===== src/rtl/pulse_cmd_sched.sv =====
// Command decoder for pulse_gen: assembles 5-byte UART frames into staged timing registers,
// commits them to the live outputs on a period boundary, and returns a one-byte acknowledge.
module pulse_cmd_sched #(
    parameter int unsigned TIMEOUT_CYC = 50000,
    parameter logic [31:0] DEF_DELAY   = 32'd100,
    parameter logic [31:0] DEF_PERIOD  = 32'd50000,
    parameter logic [31:0] DEF_PULSE1  = 32'd10,
    parameter logic [31:0] DEF_PULSE2  = 32'd20
) (
    input  logic        clk,
    input  logic        resetn,
    input  logic [7:0]  rx_data,
    input  logic        rx_valid,
    input  logic        period_start,
    input  logic        run,
    input  logic        tx_busy,
    output logic [7:0]  tx_data,
    output logic        tx_start,
    output logic [31:0] delay,
    output logic [31:0] period,
    output logic [31:0] pulse1,
    output logic [31:0] pulse2,
    output logic [31:0] nut_w,
    output logic [31:0] nut_d,
    output logic [7:0]  cpmg,
    output logic [7:0]  att,
    output logic        pulse1_en,
    output logic        pending,
    output logic        frame_err
);

    localparam int unsigned   TW         = $clog2(TIMEOUT_CYC + 1);
    localparam logic [TW-1:0] TIMER_LAST = TW'(TIMEOUT_CYC - 1);

    typedef enum logic [1:0] {S_IDLE, S_COLLECT, S_WRITE, S_ACK} state_t;

    state_t        state_q, state_d;
    logic [7:0]    code_q;
    logic [31:0]   data_q;
    logic [1:0]    cnt_q;
    logic [TW-1:0] timer_q;
    logic [7:0]    ack_q;

    logic [31:0] s_delay, s_period, s_pulse1, s_pulse2, s_nut_w, s_nut_d;
    logic [7:0]  s_cpmg, s_att;
    logic        s_pulse1_en;

    logic timeout_hit, code_known, wr_en, timeout_evt, overrun, commit;

    assign timeout_hit = (timer_q == TIMER_LAST);
    assign code_known  = (code_q <= 8'd8);
    assign commit      = pending && (!run || period_start);
    assign tx_data     = ack_q;

    always_ff @(posedge clk or negedge resetn) begin
        if (!resetn) state_q <= S_IDLE;
        else         state_q <= state_d;
    end

    always_comb begin
        state_d = state_q;
        case (state_q)
            S_IDLE:    if (rx_valid) state_d = S_COLLECT;
            S_COLLECT: begin
                if (rx_valid) begin
                    if (cnt_q == 2'd3) state_d = S_WRITE;
                end else if (timeout_hit) begin
                    state_d = S_IDLE;
                end
            end
            S_WRITE:   state_d = S_ACK;
            S_ACK:     if (!tx_busy) state_d = S_IDLE;
            default:   state_d = S_IDLE;
        endcase
    end

    always_comb begin
        tx_start    = (state_q == S_ACK) && !tx_busy;
        wr_en       = (state_q == S_WRITE);
        timeout_evt = (state_q == S_COLLECT) && !rx_valid && timeout_hit;
        overrun     = rx_valid && ((state_q == S_WRITE) || (state_q == S_ACK));
    end

    // Data bytes arrive LSB first; shifting in from the top leaves byte 1 in data_q[7:0].
    always_ff @(posedge clk or negedge resetn) begin
        if (!resetn) begin
            code_q  <= '0;
            data_q  <= '0;
            cnt_q   <= '0;
            timer_q <= '0;
        end else if (state_q == S_IDLE) begin
            if (rx_valid) begin
                code_q  <= rx_data;
                cnt_q   <= '0;
                timer_q <= '0;
            end
        end else if (state_q == S_COLLECT) begin
            if (rx_valid) begin
                data_q  <= {rx_data, data_q[31:8]};
                cnt_q   <= cnt_q + 2'd1;
                timer_q <= '0;
            end else begin
                timer_q <= timer_q + TW'(1);
            end
        end
    end

    always_ff @(posedge clk or negedge resetn) begin
        if (!resetn) begin
            ack_q     <= '0;
            frame_err <= 1'b0;
        end else begin
            if (timeout_evt || overrun || (wr_en && !code_known)) frame_err <= 1'b1;
            if (wr_en) ack_q <= code_known ? code_q : 8'hEE;
        end
    end

    // A write in the same cycle as a commit wins on pending, so the new value waits one period.
    always_ff @(posedge clk or negedge resetn) begin
        if (!resetn) begin
            s_delay     <= DEF_DELAY;
            s_period    <= DEF_PERIOD;
            s_pulse1    <= DEF_PULSE1;
            s_pulse2    <= DEF_PULSE2;
            s_nut_w     <= '0;
            s_nut_d     <= '0;
            s_cpmg      <= '0;
            s_att       <= '0;
            s_pulse1_en <= 1'b1;
            pending     <= 1'b0;
        end else begin
            if (commit) pending <= 1'b0;
            if (wr_en && code_known) begin
                pending <= 1'b1;
                case (code_q)
                    8'd0:    s_delay     <= data_q;
                    8'd1:    s_period    <= data_q;
                    8'd2:    s_pulse1    <= data_q;
                    8'd3:    s_pulse2    <= data_q;
                    8'd4:    s_pulse1_en <= data_q[0];
                    8'd5:    s_cpmg      <= data_q[7:0];
                    8'd6:    s_att       <= data_q[7:0];
                    8'd7:    s_nut_w     <= data_q;
                    default: s_nut_d     <= data_q;
                endcase
            end
        end
    end

    always_ff @(posedge clk or negedge resetn) begin
        if (!resetn) begin
            delay     <= DEF_DELAY;
            period    <= DEF_PERIOD;
            pulse1    <= DEF_PULSE1;
            pulse2    <= DEF_PULSE2;
            nut_w     <= '0;
            nut_d     <= '0;
            cpmg      <= '0;
            att       <= '0;
            pulse1_en <= 1'b1;
        end else if (commit) begin
            delay     <= s_delay;
            period    <= s_period;
            pulse1    <= s_pulse1;
            pulse2    <= s_pulse2;
            nut_w     <= s_nut_w;
            nut_d     <= s_nut_d;
            cpmg      <= s_cpmg;
            att       <= s_att;
            pulse1_en <= s_pulse1_en;
        end
    end

endmodule


===== config.mk =====
export PLATFORM = sky130hd
export DESIGN_NAME = pulse_cmd_sched
export DESIGN_NICKNAME = d
export VERILOG_FILES = /design/src/rtl/pulse_cmd_sched.sv
export SDC_FILE = /design/constraint.sdc
export NUM_CORES = 1
export LEC_CHECK = 0
export CELL_PAD_IN_SITES_DETAIL_PLACEMENT = 1
export CELL_PAD_IN_SITES_GLOBAL_PLACEMENT = 1
export CORE_MARGIN = 1
export CORE_UTILIZATION = 33
export CTS_CLUSTER_SIZE = 12
export DETAILED_ROUTE_END_ITERATION = 7
export DONT_BUFFER_PORTS = 1
export HOLD_SLACK_MARGIN = 0.05
export PLACE_DENSITY_LB_ADDON = 0.1
export SYNTH_ARGS = -nofsm -noshare
export SYNTH_HDL_FRONTEND = slang
export SYNTH_SLANG_ARGS = --single-unit

===== constraint.sdc =====
create_clock -name clk -period 2.2 [get_ports clk]
set_input_delay 0.55 -clock clk [delete_from_list [all_inputs] [get_ports clk]]
set_output_delay 0.55 -clock clk [all_outputs]
set_load 0.02 [all_outputs]

* Word level (Yosys, flattened, before mapping)
Index checks and enable logic that the tools add are counted.
Word-level totals: register bits after elaboration 488, latch bits 0, bits in writable memories 0, bits in read-only memories 0, output and inout bits 220, logic and storage cells 99, memories kept 0
Operators by class: add/sub/neg operators 2, multipliers 0, divide/modulo/power cells 0, order comparisons 1, eq/ne operators 17, shift-type cells 0, mux-type cells 17, bitwise operators 2, reductions and logical operators 34
Operators by type and width (count):
- 2-to-1 mux 16 bit | 4
- equality test 8 x 3 -> 1 bit (second input constant) | 4
- AND reduction 2 bit | 11
- 2-to-1 mux 2 bit | 9
- adder 16 x 1 -> 16 bit (second input constant) | 1
- equality test 16 bit (second input constant) | 1
- equality test 8 x 2 -> 1 bit (second input constant) | 2
- equality test 8 x 1 -> 1 bit (second input constant) | 1
- <= comparator 8 x 4 -> 1 bit (second input constant) | 1
- logical NOT 8 bit | 1
- 2-to-1 mux 8 bit | 1
- case mux 2 bit (4 select lines) | 1
- OR reduction 8 bit | 1
- logical AND 1 bit | 7
- equality test 2 bit (second input constant) | 3
- inequality test 2 bit (second input constant) | 3
- inequality test 3 bit (second input constant) | 2
- AND reduction 3 bit | 2
- logical NOT 1 bit | 4
- logical OR 1 bit | 4
- AND reduction 4 bit | 1
- nonzero test 2 bit | 2
- adder 2 x 1 -> 2 bit (second input constant) | 1
- equality test 2 x 1 -> 1 bit (second input constant) | 1
- other kinds (3) | 5

* Longest topological paths before layout
Gate-level depths: netlist (run 1).
depth after elaboration 5, depth in mapped cells 7

* Worst setup path after synthesis (run 1)
OpenSTA, ideal clock, no wires.
path type flip-flop to flip-flop, start point reg code_q[6], end point reg s_nut_w[21], setup time 125 ps, arrival time 1970 ps, setup slack 105 ps, cell stages (with the launch flop) 7, buffers on the path 2, cells stage by stage dfrtp_1 -> or4_4 -> nor4b_4 -> and3_1 -> buf_4 -> buf_6 -> mux2_2
Between the ends: cells in the longest elaborated chain, start to end 3, elaborated cells between the ends (all ways) 4, those cells by class order compare: 1; eq/ne: 1; reduce/logical: 2
RTL lines:
- start, declared | RTL line 38 | logic [7:0] code_q;
- start signal, assigned | RTL line 93 | code_q <= rx_data;
- <= comparator 8 x 4 -> 1 bit | RTL line 51 | assign code_known = (code_q <= 8'd8);
- logical AND 1 bit | RTL line 133 | if (wr_en && code_known) begin
- AND reduction 2 bit (no line) *
- end signal, assigned | RTL line 143 | 8'd7: s_nut_w <= data_q;
- end, declared | RTL line 44 | logic [31:0] s_delay, s_period, s_pulse1, s_pulse2, s_nut_w, s_nut_d;
Every way passes the cells marked *; elsewhere a longest branch is shown, timed or not. A chain may end at the register's enable or synchronous reset.

* Worst setup path after layout (run 1)
start point reg code_q[6], end point reg s_nut_w[26]
Same word-level chain as after synthesis.

==> results.cfg, run 1 <==
[logic_synthesis]
ys_seq_elements = 488
synth_top_area_share_pct = 62.2
netlist_instances = 1142
avgSynthCellArea_sq_um = 16.2
mappedNetlistArea_sq_um = 18500
synth_cell_types = 46
ys_seq_area_share_pct = 66.2
yosys.area.top_type = dfrtp_1
netlist_top_cells_area = dfrtp_1, mux2_2, dfstp_2, buf_2, o21ai_0
syn-num-nets = 1158
synth-async-reset-ratio_pct = 100
dominantRegCellSynth = dfrtp_1
synth_edf_count = 0
ys_warn_count = 0

[floorplan]
die_area_sq_um = 57000
design.core.area_sq_um = 55300
fp-row-count = 86
die_height_um = 239
chipWidth_um = 239
initial_core_util_pct = 33.5
boundaryPins = 234

[cts]
clk_pin_slew_ns = 0.06
worstSkewPairLatency_ns = 0.59
h-tree-depth = 2
clockBufferDepth = 3
cts_num_sinks = 488
cts_tree = built
clockRootBuffer = clkbuf_16
cts_buffers = 54

[drt]
firstDrtPassIters = 4
finalWirelength_um = 45400
vias = 9503
wl_per_cell_um = 23.2
drt_iter0_markers = 418
viasPerCell = 4.85
antenna_left = 0
drc = 0

[place]
io_buffers = 0
dp_hpwl_um = 27700
dp_slack_ns = 0.0270
placedInstanceArea_sq_um = 19600
gp_congestion = 0.726

[job]
drv_cap = 0

[cells_and_area]
area_growth_pct = 15.0
nets = 1184
stdcell_area_sq_um = 21300
drive_gt1_share_pct = 49.2

[timing]
max_slew.worst_pin.slew_ns = 1.11
clock_skew_ns = 0.0250
rsz0062_at_grt = true
post-route-min-period_ns = 2.12
fmax_mhz = 471
fin_hold_ws_ns = -0.337
tns_ns = 0
maxSlewHeadroom_pct = 26.2
drv_slew = 0
hold_violations = 463
layout_setup_ws_ns = 0.0771
min_period_over_period_pct = 96.5
finalSetupViolCount = 0

[global_routing]
grt_pass1_vias = 10300
antenna_found_initial = 1
grt_usage_pct = 16.3
grt_pass1_wl_um = 69600
overflow = 0
grt_max_degree = 489

[setup_path]
cpLargestDelayFamily = simple AND/OR/NAND/NOR gates
critical_path_class = register to register
end_kind = register
crit_chain = or4_4 -> nor4b_4 -> and3_4 -> clkbuf_16 -> mux2_2
path_max_fanout = 9
cp.arrival_ns = 2.58
cp-start-kind = register
max_stage_delay_ns = 0.59
slowest_stage = or4_4
path_buf_inv = 1
critPathRequiredTime_ns = 2.66

[status]
status = finished with violations
violations = negative hold slack

[power_and_ir_drop]
max-vdd-ir-drop_mv = 0.569
leakage_nw = 10.5
power.density_nw_per_um2 = 1030

[worst_hold_path]
hold_path_class = input pin to asynchronous set/reset pin
[worst reg2reg max path, cell delays in order, from the launching register on]
cell       delay (ns)
dfrtp_1          0.37
or4_4            0.59
nor4b_4          0.25
and3_4           0.29
clkbuf_16        0.19
mux2_2           0.33
[registers in the layout, indices dropped and copies added, names as in the netlist, 2 cells and up, named ones only]
register and count:
data_q 32, delay 32, nut_d 32, nut_w 32
period 32, pulse1 32, pulse2 32, s_delay 32
s_nut_d 32, s_nut_w 32, s_period 32, s_pulse1 32
s_pulse2 32, timer_q 16, att 8, code_q 8
cpmg 8, s_att 8, s_cpmg 8, tx_data 8
cnt_q 2
[final cells by class]
type,count,area [sq um]
diodes,3,7.51
clock buffers,87,1610
clock inverters,8,71.3
fillers,5490,34000
inverters,2,7.51
multi-input cells,594,6030
flip-flops and latches,488,12200
well taps,748,936
repair buffers,28,378
[metal layers]
layer / vias up / GRT usage [%] / part of all wire [%]
met1: 5110 / 20.3 / 42
met2: 180 / 26.3 / 48
li1: 4148 / - / -
met3: 65 / 6.05 / 8.0
met5: - / 0 / 0
met4: 0 / 5.13 / 2.1
[logic make-up (layout without fill, tap and decap cells)]
logic type	count (synthesis)	in the layout	share of synthesized area (%)
flops	488	488	66.2
simple gates	80	80	2.52
fa+ha+maj	2	2	0.135
other cells	0	3	0
mux	459	459	27.9
buf+inv	60	125	1.52
compound gates	53	53	1.74
[layout by cell type, fill, tap and decap left out, types with 4 or more instances in the layout]
cell       netlist  final
nand3_1         10      8
mux2_1           6      5
buf_4            1     15
dfrtp_1        460    460
mux2_4           0      5
buf_12           0     12
a31oi_1          7      7
nor2_1          15     15
nand4_1          7      7
clkbuf_8         0     11
nand2_1         17     14
o21ai_0         23     22
clkinv_2         0      5
nand2b_1         4      4
dfstp_2         28     28
a21oi_1          9      9
clkbuf_16        0     56
mux2_2         452    448
clkbuf_1        27     21
[final timing paths]
path | start | end | slack (ns) | depth (start not counted)
worst max-delay path | code_q[6] | s_nut_w[26] | 0.08 | 5
worst min-delay path | resetn | nut_d[12] | -0.34 | 0
worst max register to register | code_q[6] | s_nut_w[26] | 0.08 | 5
worst min register to register | s_pulse2[0] | pulse2[0] | 0.48 | 1
max in group asynchronous | resetn | timer_q[9] | 1.62 | 0
min in group clk | rx_data[5] | data_q[29] | 0.12 | 1
[metrics by stage]
step | power [W] | hold WS [ns] | cells | utilization (%)
after floorplan | 0.0123 | 0.254 | 1142 | -
after global placement | 0.0136 | 0.277 | 1859 | 35.4
after detailed placement | 0.0137 | 0.278 | 1859 | 35.4
after CTS | 0.0225 | -0.364 | 1954 | 38.4
after global routing | 0.0231 | -0.370 | 1955 | 38.5
final | 0.0220 | -0.337 | 1958 | 38.5
[Yosys cell counts (all sizes together) (2+ instances only)]
cell type,instances
dfrtp,460
mux2,458
buf,31
dfstp,28
clkbuf,27
o21ai,23
nand2,17
nor2,15
nand3,10
a21oi,9
a31oi,7
nand4,7
and3,4
nand2b,4
nor2b,3
nor4,3
o21a,3
a21o,2
a221o,2
and4,2
ha,2
inv,2
nand3b,2
nor3,2
nor4b,2
nor4bb,2
o22a,2
[power by group]
part / switching (W) / total, W / internal, W
Clock: 0.00355 / 0.00862 / 0.00507
Combinational: 0.000735 / 0.00180 / 0.00106
Sequential: 0.00170 / 0.0116 / 0.00986
Total: 0.00598 / 0.0220 / 0.0160
[what timing repair did]
action	CTS	global route
setup endpoints to repair	0	19
gates resized for setup	0	6
setup buffers	0	0
endpoints found under the hold margin	488	464
(Power assumes the default switching activity.)
==> run 2, diff against run 1 <==
--- a/config.mk
+++ b/config.mk
@@ -7,6 +7,7 @@
 export LEC_CHECK = 0
 export CELL_PAD_IN_SITES_DETAIL_PLACEMENT = 1
 export CELL_PAD_IN_SITES_GLOBAL_PLACEMENT = 1
+export CORE_ASPECT_RATIO = 2
 export CORE_MARGIN = 1
 export CORE_UTILIZATION = 33
 export CTS_CLUSTER_SIZE = 12
@@ -14,6 +15,7 @@
 export DONT_BUFFER_PORTS = 1
 export HOLD_SLACK_MARGIN = 0.05
 export PLACE_DENSITY_LB_ADDON = 0.1
+export RECOVER_POWER = 50
 export SYNTH_ARGS = -nofsm -noshare
 export SYNTH_HDL_FRONTEND = slang
 export SYNTH_SLANG_ARGS = --single-unit
==> results.cfg, run 2 (synthesis gave the netlist of run 1 again) <==
[status]
status = finished with violations
violations = negative hold slack, max-slew violations

[global_routing]
grt_max_degree = 489
antenna_found_initial = 0
grt_usage_pct = 17.2
overflow = 0
grt_pass1_wl_um = 72300
grt_pass1_vias = 10600

[setup_path]
end_kind = register
critPathRequiredTime_ns = 2.64
regToRegSetupSlack_ns = 0.007
critical_path_class = register to register
rr_startpoint = code_q[6]
cp-start-kind = register
reg2reg_depth = 7
startpoint = code_q[6]
r2r-end = s_pulse1[16]
path_max_fanout = 32
cp.arrival_ns = 2.64

[drt]
drc = 0
vias = 9583
dr_wl_met3_um = 3760
antenna_left = 0
wl_met1_um = 17600
wl_per_cell_um = 24.5
finalWirelength_um = 47600
firstDrtPassIters = 4
viasPerCell = 4.92
drt_iter0_markers = 375
wl_met2_um = 25200
dr.max_layer_used = met4

[floorplan]
die_area_sq_um = 57100
design.core.area_sq_um = 55400
initial_core_util_pct = 33.4
boundaryPins = 234
die_height_um = 337
fp-row-count = 122
chipWidth_um = 169

[cts]
clockRootBuffer = clkbuf_16
cts_tree = built
h-tree-depth = 2
cts_buffers = 47
clk_pin_slew_ns = 0.07
worstSkewPairLatency_ns = 0.58
cts_num_sinks = 488
clockBufferDepth = 3

[cells_and_area]
area_growth_pct = 14.1
regArea_sq_um = 12200
mostFrequentLayoutCells = dfrtp_1, mux2_2, clkbuf_16, clkbuf_1
nets = 1183
multiInputGateArea_sq_um = 6120
num_antenna_cells = 0
fillerInstances = 5512
drive_gt1_share_pct = 48.4
final_common_cell = dfrtp_1

[place]
dp_hpwl_um = 29500
dp_slack_ns = -0.0237
gp_congestion = 0.722
io_buffers = 0

[power_and_ir_drop]
max-vdd-ir-drop_mv = 0.620
power.density_nw_per_um2 = 999
leakage_nw = 10.4

[timing]
finalSetupViolCount = 0
clock_skew_ns = 0.0265
layout_setup_ws_ns = 0.00697
rsz0062_at_grt = true
max_slew.worst_pin.slew_ns = 1.87
hold_violations = 254
min_period_over_period_pct = 99.7
drv_slew = 185
maxSlewHeadroom_pct = -24.6
post-route-min-period_ns = 2.19
fmax_mhz = 456
tns_ns = 0
fin_hold_ws_ns = -0.320

[job]
drv_cap = 0

[worst_hold_path]
hold_path_class = input pin to asynchronous set/reset pin
## run 2: changes by cell type in the layout (fill, tap and decap cells not counted), sizes merged
cell and change:
bufinv -1, clkbuf +1, clkinv -4, diode -3, clkinvlp -1
## run 2: what timing repair did
item                                    4_1_cts  5_1_grt
buffers inserted                              1        0
endpoints found under the setup margin       24      100
resized for setup                             6       30
gates cloned                                  1        1
endpoints found under the hold margin       488      478
## run 2: final cells by class
class	count	area share (%)
Inverter	2	0.0355
Tap cell	744	4.41
Sequential cell	488	58.0
Timing Repair Buffer	34	2.05
Clock inverter	2	0.118
Clock buffer	82	6.43
Multi-Input combinational cell	594	29.0
## run 2: worst max-delay path by stage
stage | endpoint | cells after the start
2_1_floorplan | s_nut_w[21] | 6
3_3_place_gp | s_nut_w[21] | 5
3_5_place_dp | s_nut_w[21] | 5
4_1_cts | s_nut_w[21] | 5
5_1_grt | s_pulse1[17] | 7
6_report | s_pulse1[16] | 7
## run 2: power by group
part	switching, W	leakage (nW)	internal [W]
clock network	0.00343	0.661	0.00417
registers	0.00181	6.58	0.00986
logic	0.000761	3.19	0.00107
total	0.00600	10.4	0.0151
## run 2: per-layer routing
layer	up-vias	global-route usage, %
met1	5172	19.1
met5	-	0
met3	58	5.69
met2	224	30.8
met4	0	5.19
li1	4129	-
## run 2: worst max-delay path, stage by stage (launching register included)
cell and delay, ns:
dfrtp_1 0.39, or4_4 0.58, buf_6 0.15, nor4_4 0.16, buf_4 0.19, nand2_2 0.06, buf_12 0.19, mux2_2 0.30
## run 2: through the flow
| step | total power (W) | area [sq um] | util (%) | std cells |
|---|---|---|---|---|
| after floorplan | 0.0123 | 18500 | - | 1142 |
| after global routing | 0.0222 | 21100 | 38.1 | 1946 |
| after CTS | 0.0217 | 21000 | 38.0 | 1945 |
| after detailed placement | 0.0138 | 19600 | 35.4 | 1859 |
| after global placement | 0.0137 | 19600 | 35.4 | 1859 |
| final | 0.0211 | 21100 | 38.1 | 1946 |
==> run 3, diff against run 2 <==
--- a/config.mk
+++ b/config.mk
@@ -9,13 +9,14 @@
 export CELL_PAD_IN_SITES_GLOBAL_PLACEMENT = 1
 export CORE_ASPECT_RATIO = 2
 export CORE_MARGIN = 1
-export CORE_UTILIZATION = 33
+export CORE_UTILIZATION = 48
 export CTS_CLUSTER_SIZE = 12
 export DETAILED_ROUTE_END_ITERATION = 7
 export DONT_BUFFER_PORTS = 1
 export HOLD_SLACK_MARGIN = 0.05
 export PLACE_DENSITY_LB_ADDON = 0.1
 export RECOVER_POWER = 50
+export SKIP_LAST_GASP = 1
 export SYNTH_ARGS = -nofsm -noshare
 export SYNTH_HDL_FRONTEND = slang
 export SYNTH_SLANG_ARGS = --single-unit
==> results.cfg, run 3 (synthesis gave the netlist of run 1 again) <==
[global_routing]
grt_usage_pct = 22.4
grt_max_degree = 489
overflow = 0
grt_pass1_vias = 10400
antenna_found_initial = 1
grt_pass1_wl_um = 66200

[floorplan]
design.core.area_sq_um = 38000
chipWidth_um = 141
die_height_um = 280
initial_core_util_pct = 48.7
fp-row-count = 101
die_area_sq_um = 39400
boundaryPins = 234

[power_and_ir_drop]
leakage_nw = 10.3
max-vdd-ir-drop_mv = 0.724
finalPower_w = 0.0204
combinationalPowerShare_pct = 8.7
p_int_w = 0.0148
power.density_nw_per_um2 = 990
swShare_pct = 27.6
p_seq_share_pct = 56.7
p_sw_w = 0.00561
pwr-share-clk_pct = 34.7

[timing]
drv_slew = 0
min_period_over_period_pct = 95.5
layout_setup_ws_ns = 0.0986
rsz0062_at_grt = false
fmax_mhz = 476
maxSlewHeadroom_pct = 16.5
max_slew.worst_pin.slew_ns = 1.25
hold_violations = 462
post-route-min-period_ns = 2.10
fin_hold_ws_ns = -0.298
clock_skew_ns = 0.0175
tns_ns = 0
finalSetupViolCount = 0

[cts]
cts_buffers = 46
cts_num_sinks = 488
postCtsSetupBuffers = 0
clockBufferDepth = 3
worstSkewPairLatency_ns = 0.56
clockRootBuffer = clkbuf_16
h-tree-depth = 2
clk_pin_slew_ns = 0.06
cts_tree = built

[drt]
wl_per_cell_um = 24.7
antenna_left = 0
finalWirelength_um = 42100
drc = 0
drt_iter0_markers = 322
viasPerCell = 5.52
vias = 9421
firstDrtPassIters = 4

[cells_and_area]
area_growth_pct = 11.2
mostFrequentLayoutCells = dfrtp_1, mux2_2, clkbuf_16, clkbuf_1, dfstp_2
final_common_cell = dfrtp_1
stdcell_area_sq_um = 20600
nets = 1180
drive_gt1_share_pct = 47.6

[setup_path]
crit_cells = 5
cp.arrival_ns = 2.54
path_buf_inv = 1
critical_path_class = register to register
end_kind = register
critPathRequiredTime_ns = 2.64
cpLargestDelayFamily = simple AND/OR/NAND/NOR gates
path_max_fanout = 18
reg2reg_depth = 5
slowest_stage = or4_4
max_stage_delay_ns = 0.59
crit_chain = or4_4 -> nor4b_4 -> and3_4 -> buf_12 -> mux2_2
cp-start-kind = register

[place]
placedInstanceArea_sq_um = 19300
io_buffers = 0
dp_slack_ns = 0.0642
gp_congestion = 0.761
dp_hpwl_um = 27200

[worst_hold_path]
hold_path_class = input pin to asynchronous set/reset pin

[status]
status = finished with violations
violations = negative hold slack

[job]
drv_cap = 0
run 3: changes by cell type in the layout (fill, tap and decap cells not counted), moves of 3 or more:
cell / previous run / this run
mux2_1: 1 / 6
mux2_2: 429 / 452
clkbuf_16: 49 / 46
mux2_4: 28 / 0
clkbuf_8: 3 / 0
run 3: power by group through the flow:
stage               Clock (W)  Combinational (W)  Sequential (W)
CTS                   0.00730            0.00184          0.0116
global placement            0            0.00176          0.0117
global route          0.00762            0.00197          0.0117
finish                0.00706            0.00177          0.0115
floorplan                   0            0.00150          0.0108
detailed placement          0            0.00183          0.0118
run 3: layout make-up:
type / instances / area, sq um
fillers: 3472 / 17500
diodes: 1 / 2.50
well taps: 515 / 644
flip-flops and latches: 488 / 12200
clock inverters: 1 / 16.3
clock buffers: 73 / 1250
multi-input cells: 594 / 6010
inverters: 2 / 7.51
repair buffers: 32 / 389
run 3: what timing repair did:
item	4_1_cts	5_1_grt
gates resized for setup	0	1
setup endpoints to repair	0	9
hold endpoints to repair	488	464
run 3: metal layers:
layer  vias to the layer above  GRT usage [%]  wire [um]
met5                         -              0          0
met4                         0           6.47        869
met3                        52           5.90       2580
li1                       4103              -          -
met1                      5055           24.8      15200
met2                       211           41.7      23400
run 3: metrics by stage:
step	util [%]	instances
finish	54.1	1706
global route	54.1	1706
CTS	54.2	1705
detailed placement	50.9	1631
global placement	50.9	1631
floorplan	-	1142
run 3: final timing paths:
kind / from / end / slack [ns]
worst min register to register: s_nut_w[20] / s_nut_w[20] / 0.49
worst max register to register: code_q[6] / s_nut_w[0] / 0.1
min in group clk: rx_data[7] / data_q[31] / 0.15
worst min-delay path: resetn / delay[17] / -0.30
max in group asynchronous: resetn / s_period[31] / 1.48
worst max-delay path: code_q[6] / s_nut_w[0] / 0.1
